--- src/rtl/lpddr4_ctrl_pkg.sv ---
// Shared LPDDR4 controller definitions: command encodings, address bit indices, refresher FSM states.
package lpddr4_ctrl_pkg;

  localparam int unsigned CMD_W   = 3;
  // Command encodings as {cas, ras, we}
  localparam logic [CMD_W-1:0] CMD_NOP = 3'b000;
  localparam logic [CMD_W-1:0] CMD_PRE = 3'b011;
  localparam logic [CMD_W-1:0] CMD_REF = 3'b110;

  // A10 selects all-bank (1) or single-bank (0) for PRE/REF
  localparam int unsigned A10_IDX = 10;

  typedef enum logic [2:0] {
    S_IDLE,
    S_REQ,
    S_PRE,
    S_WAIT_RP,
    S_REF,
    S_WAIT_RFC,
    S_NEXT,
    S_DONE
  } ref_state_e;

endpackage

--- src/rtl/refresh_debt_tracker.sv ---
// Per-rank refresh debt: tREFI tick timer, saturating debt counters, sticky overflow, round-robin pick.
module refresh_debt_tracker #(
  parameter int unsigned NRANKS   = 2,
  parameter int unsigned TIMER_W  = 12,
  parameter int unsigned MAX_DEBT = 8,
  parameter int unsigned DEBT_W   = 4,
  parameter int unsigned RANK_W   = 1
) (
  input  logic                           i_clk,
  input  logic                           i_rst_n,
  input  logic [TIMER_W-1:0]             i_trefi,
  input  logic [DEBT_W-1:0]              i_postpone,
  input  logic                           i_grant,
  input  logic                           i_done,
  input  logic [RANK_W-1:0]              i_done_rank,
  output logic                           o_req_any_c,
  output logic [RANK_W-1:0]              o_req_rank_c,
  output logic [NRANKS-1:0][DEBT_W-1:0]  o_debt,
  output logic                           o_overflow
);

  logic                          r_tmr_init;
  logic [TIMER_W-1:0]            r_timer;
  logic [NRANKS-1:0][DEBT_W-1:0] r_debt;
  logic                          r_overflow;
  logic [RANK_W-1:0]             r_rr;

  logic [TIMER_W-1:0]            w_timer;
  logic                          w_tick;
  logic [DEBT_W-1:0]             w_thresh;
  logic [NRANKS-1:0]             w_elig;
  logic [NRANKS-1:0]             w_dec;
  logic [NRANKS-1:0][DEBT_W-1:0] w_debt_n;
  logic                          w_ovf_set;
  logic [RANK_W-1:0]             w_idx;

  // First cycle out of reset behaves as if the timer held tREFI-1
  assign w_timer  = r_tmr_init ? r_timer : TIMER_W'(i_trefi - TIMER_W'(1));
  assign w_tick   = (w_timer == '0);
  assign w_thresh = (i_postpone == '0) ? DEBT_W'(1) : i_postpone;

  assign o_debt     = r_debt;
  assign o_overflow = r_overflow;

  // Debt next-state: tick and completion on the same rank cancel; tick saturates at MAX_DEBT
  always_comb begin
    w_debt_n  = r_debt;
    w_ovf_set = 1'b0;
    w_dec     = '0;
    w_elig    = '0;
    for (int i = 0; i < NRANKS; i++) begin
      w_dec[i]  = i_done && (i_done_rank == RANK_W'(i));
      w_elig[i] = (r_debt[i] >= w_thresh);
      if (w_tick && (r_debt[i] == DEBT_W'(MAX_DEBT))) w_ovf_set = 1'b1;
      if (w_tick && !w_dec[i]) begin
        if (r_debt[i] != DEBT_W'(MAX_DEBT)) w_debt_n[i] = r_debt[i] + DEBT_W'(1);
      end else if (!w_tick && w_dec[i] && (r_debt[i] != '0)) begin
        w_debt_n[i] = r_debt[i] - DEBT_W'(1);
      end
    end
  end

  // Round-robin search for an eligible rank starting at the rr pointer
  always_comb begin
    o_req_any_c  = 1'b0;
    o_req_rank_c = '0;
    w_idx        = '0;
    for (int k = 0; k < NRANKS; k++) begin
      w_idx = RANK_W'((32'(r_rr) + 32'(k)) % NRANKS);
      if (!o_req_any_c && w_elig[w_idx]) begin
        o_req_any_c  = 1'b1;
        o_req_rank_c = w_idx;
      end
    end
  end

  // Timer, debts, overflow and rr pointer state
  always_ff @(posedge i_clk or negedge i_rst_n) begin
    if (!i_rst_n) begin
      r_tmr_init <= 1'b0;
      r_timer    <= '0;
      r_debt     <= '0;
      r_overflow <= 1'b0;
      r_rr       <= '0;
    end else begin
      r_tmr_init <= 1'b1;
      r_timer    <= w_tick ? TIMER_W'(i_trefi - TIMER_W'(1)) : w_timer - TIMER_W'(1);
      r_debt     <= w_debt_n;
      r_overflow <= r_overflow | w_ovf_set;
      if (i_grant) begin
        r_rr <= (o_req_rank_c == RANK_W'(NRANKS - 1)) ? '0 : o_req_rank_c + RANK_W'(1);
      end
    end
  end

endmodule

--- src/rtl/refresher_multirank_pb.sv ---
// Multi-rank LPDDR4 refresh scheduler: REFab or REFpb bursts driven by per-rank refresh debt.
module refresher_multirank_pb
  import lpddr4_ctrl_pkg::*;
#(
  parameter int unsigned NRANKS   = 2,
  parameter int unsigned ADDR_W   = 17,
  parameter int unsigned BA_W     = 3,
  parameter int unsigned TCFG_W   = 8,
  parameter int unsigned TIMER_W  = 12,
  parameter int unsigned MAX_DEBT = 8,
  localparam int unsigned RANK_W  = (NRANKS > 1) ? $clog2(NRANKS) : 1,
  localparam int unsigned DEBT_W  = $clog2(MAX_DEBT + 1)
) (
  input  logic               sys_clk,
  input  logic               sys_rst_n,
  output logic               cmd_valid,
  input  logic               cmd_ready,
  output logic               cmd_last,
  output logic [ADDR_W-1:0]  cmd_payload_a,
  output logic [BA_W-1:0]    cmd_payload_ba,
  output logic [RANK_W-1:0]  cmd_payload_rank,
  output logic               cmd_payload_cas,
  output logic               cmd_payload_ras,
  output logic               cmd_payload_we,
  input  logic [TCFG_W-1:0]  ref_tRP_cfg,
  input  logic [TCFG_W-1:0]  ref_tRFC_cfg,
  input  logic [TIMER_W-1:0] ref_tREFI_cfg,
  input  logic [DEBT_W-1:0]  ref_POSTPONE_cfg,
  input  logic               ref_mode_pb,
  output logic               debt_overflow
);

  ref_state_e                  r_state, w_state_n;
  logic [RANK_W-1:0]           r_rank, w_rank_n;
  logic                        r_mode, w_mode_n;
  logic [TCFG_W-1:0]           r_cnt, w_cnt_n;
  logic [NRANKS-1:0][BA_W-1:0] r_bank_ptr;

  logic                        r_valid, r_last;
  logic [CMD_W-1:0]            r_cmd;
  logic [ADDR_W-1:0]           r_a;
  logic [BA_W-1:0]             r_ba;
  logic [RANK_W-1:0]           r_rank_o;

  logic                        w_valid_n, w_last_n;
  logic [CMD_W-1:0]            w_cmd_n;
  logic [ADDR_W-1:0]           w_a_n;
  logic [BA_W-1:0]             w_ba_n;
  logic [RANK_W-1:0]           w_rank_o_n;

  logic                        w_grant, w_done;
  logic                        w_req_any_c;
  logic [RANK_W-1:0]           w_req_rank_c;
  logic [NRANKS-1:0][DEBT_W-1:0] w_debt;

  refresh_debt_tracker #(
    .NRANKS   (NRANKS),
    .TIMER_W  (TIMER_W),
    .MAX_DEBT (MAX_DEBT),
    .DEBT_W   (DEBT_W),
    .RANK_W   (RANK_W)
  ) u_tracker (
    .i_clk        (sys_clk),
    .i_rst_n      (sys_rst_n),
    .i_trefi      (ref_tREFI_cfg),
    .i_postpone   (ref_POSTPONE_cfg),
    .i_grant      (w_grant),
    .i_done       (w_done),
    .i_done_rank  (r_rank),
    .o_req_any_c  (w_req_any_c),
    .o_req_rank_c (w_req_rank_c),
    .o_debt       (w_debt),
    .o_overflow   (debt_overflow)
  );

  // Next-state: PRE -> tRP -> REF -> tRFC -> NEXT; waits exit when the counter would reach 0
  always_comb begin
    w_state_n = r_state;
    w_rank_n  = r_rank;
    w_mode_n  = r_mode;
    w_cnt_n   = r_cnt;
    w_grant   = 1'b0;
    w_done    = 1'b0;
    unique case (r_state)
      S_IDLE: begin
        if (w_req_any_c) begin
          w_grant   = 1'b1;
          w_rank_n  = w_req_rank_c;
          w_mode_n  = ref_mode_pb;
          w_state_n = S_REQ;
        end
      end
      S_REQ:      if (cmd_ready) w_state_n = S_PRE;
      S_PRE: begin
        w_cnt_n   = ref_tRP_cfg - TCFG_W'(1);
        w_state_n = (ref_tRP_cfg <= TCFG_W'(1)) ? S_REF : S_WAIT_RP;
      end
      S_WAIT_RP: begin
        w_cnt_n = r_cnt - TCFG_W'(1);
        if (r_cnt <= TCFG_W'(1)) w_state_n = S_REF;
      end
      S_REF: begin
        w_cnt_n = ref_tRFC_cfg - TCFG_W'(1);
        if (ref_tRFC_cfg <= TCFG_W'(1)) begin
          w_done    = 1'b1;
          w_state_n = S_NEXT;
        end else begin
          w_state_n = S_WAIT_RFC;
        end
      end
      S_WAIT_RFC: begin
        w_cnt_n = r_cnt - TCFG_W'(1);
        if (r_cnt <= TCFG_W'(1)) begin
          w_done    = 1'b1;
          w_state_n = S_NEXT;
        end
      end
      S_NEXT:     w_state_n = (w_debt[r_rank] != '0) ? S_PRE : S_DONE;
      S_DONE:     w_state_n = S_IDLE;
      default:    w_state_n = S_IDLE;
    endcase
  end

  // Output values for the upcoming state so the registered bus lines up with the FSM
  always_comb begin
    w_valid_n  = (w_state_n != S_IDLE) && (w_state_n != S_DONE);
    w_last_n   = (w_state_n == S_DONE);
    w_cmd_n    = CMD_NOP;
    w_a_n      = '0;
    w_ba_n     = '0;
    w_rank_o_n = '0;
    if ((w_state_n == S_PRE) || (w_state_n == S_REF)) begin
      w_cmd_n    = (w_state_n == S_PRE) ? CMD_PRE : CMD_REF;
      w_rank_o_n = w_rank_n;
      if (w_mode_n) w_ba_n = r_bank_ptr[w_rank_n];
      else          w_a_n[A10_IDX] = 1'b1;
    end
  end

  // State, counters, bank pointers and registered command bus
  always_ff @(posedge sys_clk or negedge sys_rst_n) begin
    if (!sys_rst_n) begin
      r_state    <= S_IDLE;
      r_rank     <= '0;
      r_mode     <= 1'b0;
      r_cnt      <= '0;
      r_bank_ptr <= '0;
      r_valid    <= 1'b0;
      r_last     <= 1'b0;
      r_cmd      <= CMD_NOP;
      r_a        <= '0;
      r_ba       <= '0;
      r_rank_o   <= '0;
    end else begin
      r_state  <= w_state_n;
      r_rank   <= w_rank_n;
      r_mode   <= w_mode_n;
      r_cnt    <= w_cnt_n;
      if (w_done && r_mode) r_bank_ptr[r_rank] <= r_bank_ptr[r_rank] + BA_W'(1);
      r_valid  <= w_valid_n;
      r_last   <= w_last_n;
      r_cmd    <= w_cmd_n;
      r_a      <= w_a_n;
      r_ba     <= w_ba_n;
      r_rank_o <= w_rank_o_n;
    end
  end

  assign cmd_valid        = r_valid;
  assign cmd_last         = r_last;
  assign cmd_payload_a    = r_a;
  assign cmd_payload_ba   = r_ba;
  assign cmd_payload_rank = r_rank_o;
  assign cmd_payload_cas  = r_cmd[2];
  assign cmd_payload_ras  = r_cmd[1];
  assign cmd_payload_we   = r_cmd[0];

endmodule

--- config.mk ---
export PLATFORM = sky130hd
export DESIGN_NAME = refresher_multirank_pb
export DESIGN_NICKNAME = d
export VERILOG_FILES = /design/src/rtl/lpddr4_ctrl_pkg.sv /design/src/rtl/refresh_debt_tracker.sv /design/src/rtl/refresher_multirank_pb.sv
export SDC_FILE = /design/constraint.sdc
export NUM_CORES = 1
export LEC_CHECK = 0
export ABC_AREA = 0
export CORE_MARGIN = 3
export CORE_UTILIZATION = 52
export DETAILED_ROUTE_END_ITERATION = 10
export PLACE_DENSITY = 0.89
export SLEW_MARGIN = 20
export SYNTH_ARGS = -nofsm -noshare
export SYNTH_HDL_FRONTEND = slang
export SYNTH_SLANG_ARGS = --single-unit
--- constraint.sdc ---
create_clock -name sys_clk -period 5.25 [get_ports sys_clk]
set_clock_uncertainty 0.1 [all_clocks]
set_input_delay 1.05 -clock sys_clk [delete_from_list [all_inputs] [get_ports sys_clk]]
set_output_delay 1.05 -clock sys_clk [all_outputs]
set_load 0.02 [all_outputs]
; ---- After elaboration in Yosys (flattened, before gate mapping)
; Index checks and enable logic that the tools add are counted.
[op_classes]
addsub = 12
order_cmp = 10
eq_ne = 17
n_mux = 54
bitwise = 2
reduce_logical = 32
[op_table]
columns = operator, count
row1 = 3-bit two-way mux, 15
row2 = 4-bit two-way mux, 9
row3 = "8-bit by 1-bit <= comparator with 1-bit output, second input constant", 3
row4 = 12-bit two-way mux, 2
row5 = 3-bit case mux with 8 select lines, 1
row6 = 8-bit case mux with 3 select lines, 1
row7 = "12-bit by 1-bit subtractor with 12-bit output, second input constant", 2
row8 = "8-bit by 1-bit subtractor with 8-bit output, second input constant", 3
row9 = 1-bit two-way mux, 22
row10 = "3-bit equality test, second input constant", 6
row11 = 1-bit logical AND, 14
row12 = 12-bit zero test, 1
row13 = 4-bit nonzero test, 3
row14 = "3-bit by 2-bit equality test with 1-bit output, second input constant", 3
row15 = "4-bit by 1-bit adder with 4-bit output, second input constant", 2
row16 = "4-bit equality test, second input constant", 2
row17 = 4-bit greater-or-equal comparator, 2
row18 = "1-bit by 2-bit < comparator with 1-bit output, second input constant", 4
row19 = "4-bit != test, second input constant", 2
row20 = "4-bit by 1-bit subtractor with 4-bit output, second input constant", 2
row21 = 6-bit bitwise mux, 1
row22 = 3-bit nonzero test, 2
row23 = 1-bit zero test, 4
row24 = 4-bit zero test, 1
row25 = 16 further kinds, 20
[totals]
ff_bits = 52
in_bits = 36
out_inout_bits = 27
wordCells = 145

; ---- Depth between registers and ports, before layout
[depth]
ltp_word = 15
mapped_depth = 17
mapped_depth_nobuf = 16

; ---- Cells and area by module
; Synthesis repeated with hierarchy kept, for this count alone.
[hier_totals]
cells_unflattened = 484
hier_area_um2 = 4259.1
[by_module_without_submodules]
columns = module, instances, cells_per_inst, area_per_inst_um2, seq_area_each_um2
row1 = refresh_debt_tracker, 1, 261, 2245.9, 575.6
row2 = refresher_multirank_pb, 1, 223, 2013.2, 725.7

; ---- Worst setup path after synthesis
; Ideal clock, no wire load.
[synth_timing]
path_type = input -> register
from = input ref_tREFI_cfg[5]
to = register u_tracker.r_debt, in the netlist u_tracker.o_debt[3]
setup_ns = 0.125
t_arrival_ns = 4.208
t_required_ns = 5.025
slack_ns = 0.817
path_stages = 16
path_buffers = 3
path_cell_list = buf_6 -> or4_1 -> buf_2 -> o31a_1 -> o31ai_4 -> nor3b_2 -> and3_1 -> buf_2 -> nand2_1 -> ha_1 -> a21o_1 -> a21oi_1 -> nand2_1 -> a31oi_1 -> a21o_1 -> mux2i_1
[synth_via]
elab_chain_len = 8
word_cells_on_any_way = 11
cone_classes = 1 x add/sub / 1 x eq/ne / 2 x mux / 7 x reduce/logical
[synth_rtl]
columns = item, line
row1 = from (decl), refresher_multirank_pb.sv:27  ; input logic [TIMER_W-1:0] ref_tREFI_cfg,
row2 = 12-bit by 1-bit subtractor with 12-bit output (*), refresh_debt_tracker.sv:38  ; assign w_timer = r_tmr_init ? r_timer : TIMER_W'(i_trefi - TIMER_W'(1));
row3 = 12-bit two-way mux (*), refresh_debt_tracker.sv:38
row4 = 12-bit zero test (*), refresh_debt_tracker.sv:39  ; assign w_tick = (w_timer == '0);
row5 = 1-bit zero test, refresh_debt_tracker.sv:57  ; end else if (!w_tick && w_dec[i] && (r_debt[i] != '0)) begin
row6 = 1-bit logical AND (2 in series), refresh_debt_tracker.sv:57
row7 = 2-bit nonzero test (no source line), n/a
row8 = 2-bit AND reduction (no source line), n/a
row9 = to (signal assigned), refresh_debt_tracker.sv:88  ; r_debt <= w_debt_n;
row10 = to (decl), refresh_debt_tracker.sv:24  ; logic [NRANKS-1:0][DEBT_W-1:0] r_debt;
; Every way passes the cells marked *; elsewhere a longest branch is shown, timed or not.
; A chain may end at the register's enable or synchronous reset.

; ---- Worst setup path after layout
; Same ends and word-level chain as after synthesis.

==> flow_summary.json <==
{
  "power_leakage_nw": 2.11,
  "fin_nets": 601,
  "instances_no_fill": 645,
  "num_rows": 32,
  "fin_crit_ps": 4880,
  "vdd_ir_drop_max_uv": 270,
  "antenna_found_initial": 0,
  "drc": 0,
  "yosys.area.top_type_share": 0.304,
  "yosysTopAreaCell": "dfrtp_1",
  "ant_nets": 0,
  "ys.flop_type": "dfrtp_1",
  "design_area_um2": 4910,
  "numCtsBuffers": 5,
  "worstPathCellList": "clkdlybuf4s50_1 > or4_1 > o31a_1 > o31ai_4 > nor3b_2 > and3_1 > nand2_1 > ha_1 > a21o_1 > a21oi_1 > nand2_1 > a31oi_1 > a21o_1 > mux2i_1",
  "grt_pass1_wl_um": 17700,
  "synth_edf_count": 0,
  "cts.clk_slew.worst_paths_ps": 100,
  "critPathMaxStageDelay_ps": 700,
  "place_area_um2": 4780,
  "crit_buf_inv": 1,
  "hold-worst-slack_ps": 366,
  "antennaDiodeCount": 0,
  "rsz0062_at_grt": "false",
  "wl_per_cell_um": 15.8,
  "via_per_inst": 6.09,
  "syn_to_final_growth_pct": 14.5,
  "slew_violations": 0,
  "first_iter_violations": 351,
  "timing.fmax_mhz": 205,
  "hp-class": "register to register",
  "synthesis.area_um2": 4280,
  "cts_resized": 0,
  "h-tree-depth": 2,
  "grt_max_degree": 53,
  "utilization": 0.625,
  "port_buffers": 46,
  "max_slew_margin": 0.375,
  "overflow": 0,
  "worstPathArrival_ps": 4980,
  "root_buffer": "clkbuf_8",
  "postLayoutSetupSlackWorst_ps": 373,
  "postCtsHoldBufs": 0,
  "crit_fanout": 8,
  "powerDensity_nw_per_um2": 302,
  "dpl.hpwl_um": 7700,
  "final_cell_mix": "dfrtp_1, clkdlybuf4s50_1, nor2_1, a21oi_1, o21ai_0",
  "fp.dieArea_um2": 9360,
  "grtUsageTotal": 0.220,
  "synth.avg_cell_area_um2": 8.60,
  "routabilityCongestion": 0.924,
  "crit_slowest_cell": "or4_1",
  "setup_tns_ps": 0,
  "yosysSeqAreaShare": 0.304,
  "clock_latency_ps": 310,
  "fp.dieH_um": 96.8,
  "critPathCaptureType": "register",
  "cts_buffer_depth": 2,
  "maxCapViolCount": 0,
  "synth_top_cells_by_area": "dfrtp_1, ha_1, xnor2_1, a21oi_1, o21ai_0",
  "tritoncts": "yes",
  "vias": 3927,
  "totalWireLength_um": 10200,
  "io_pins": 63,
  "crit_type": "primary input to register",
  "startpoint_type": "primary input",
  "die_w_um": 96.8,
  "dp.cells": 637,
  "ys_types": 69,
  "detailedPlace.worstSlack_ps": 113,
  "ys_async_sr_fraction": 1.00,
  "dr.pass1.iters": 5,
  "core_um2": 7850,
  "worstPathRequired_ps": 5350,
  "yosysWarnings": 0,
  "status": "complete, no violations",
  "setup_viol": 0,
  "grt_pass1_vias": 3872,
  "tightest_slew_ps": 933,
  "path_delay_family": "simple AND/OR/NAND/NOR gates",
  "post_cts_buffers": 0,
  "hold_viol": 0,
  "synthCells": 498,
  "ys_ff_latch": 52,
  "drive_gt1_frac": 0.0608,
  "mostFrequentLayoutCell": "dfrtp_1",
  "fin_crit_sh": 0.929,
  "finalPower_mw": 1.48,
  "cts.sinks": 52,
  "initial_core_util": 0.546
}
cells in the mapped netlist, types with 10 or more instances:
cell type / instances
or4_1: 11
o21ai_0: 31
nor3_1: 18
nor4_1: 14
nor2_1: 40
a21o_1: 10
nand2b_1: 13
dfrtp_1: 52
inv_1: 26
buf_4: 16
ha_1: 21
a21oi_1: 32
nand2_1: 29
xnor2_1: 22
mux2i_1: 14
where the power goes:
part	internal [mW]	total [mW]	switching, mW
clock	0.156	0.293	0.137
combinational	0.251	0.590	0.338
sequential	0.484	0.597	0.113
sequential cells by signal (all words and copies together), names as in the netlist:
name,count
u_tracker.r_timer,12
cmd_payload_a,1
r_bank_ptr,6
cmd_payload_ba,3
r_rank,1
cmd_last,1
r_cnt,8
r_state,3
u_tracker.o_debt,8
cmd_payload_rank,1
u_tracker.r_tmr_init,1
u_tracker.o_overflow,1
r_mode,1
cmd_valid,1
r_cmd,3
u_tracker.r_rr,1
kinds of logic (layout without fill, tap and decap cells):
| group | Yosys count | after routing | share of synthesized area |
|---|---|---|---|
| AOI/OAI and AO/OA | 138 | 138 | 0.218 |
| xor gates and xnor gates | 30 | 30 | 0.0613 |
| adders and majority gates | 23 | 23 | 0.0707 |
| buffers and inverters | 59 | 89 | 0.0701 |
| DFF | 52 | 52 | 0.304 |
| muxes | 19 | 19 | 0.0485 |
| other | 2 | 17 | 0.00175 |
| and+or+nand+nor | 175 | 175 | 0.226 |
final timing paths:
check	startpoint	to	slack, ps	cells past startpoint
max	ref_tREFI_cfg[5]	u_tracker.o_debt[3]	370	14
min	u_tracker.o_overflow	u_tracker.o_overflow	370	1
max reg2reg	u_tracker.r_tmr_init	u_tracker.o_debt[3]	1730	14
min reg2reg	u_tracker.o_overflow	u_tracker.o_overflow	370	1
max in group asynchronous	sys_rst_n	r_cnt[1]	3850	2
min in group asynchronous	sys_rst_n	r_cmd[1]	740	2
cell type report:
cell class / instances / area, um2
inverter: 27 / 101
fill: 681 / 2940
clock buffer: 6 / 82.6
tap: 102 / 128
timing repair buffer: 54 / 515
clock inverter: 2 / 38.8
sequential: 52 / 1300
multi-input combinational: 402 / 2740
routing by layer:
layer / global-route usage / vias to the layer above / part of all wire
met2: 0.371 / 164 / 0.49
met4: 0.0562 / 0 / 0.013
met3: 0.0339 / 17 / 0.061
met1: 0.296 / 1876 / 0.44
li1: - / 1870 / -
met5: 0 / - / 0
Note: power is estimated with default switching activity, not from simulation.
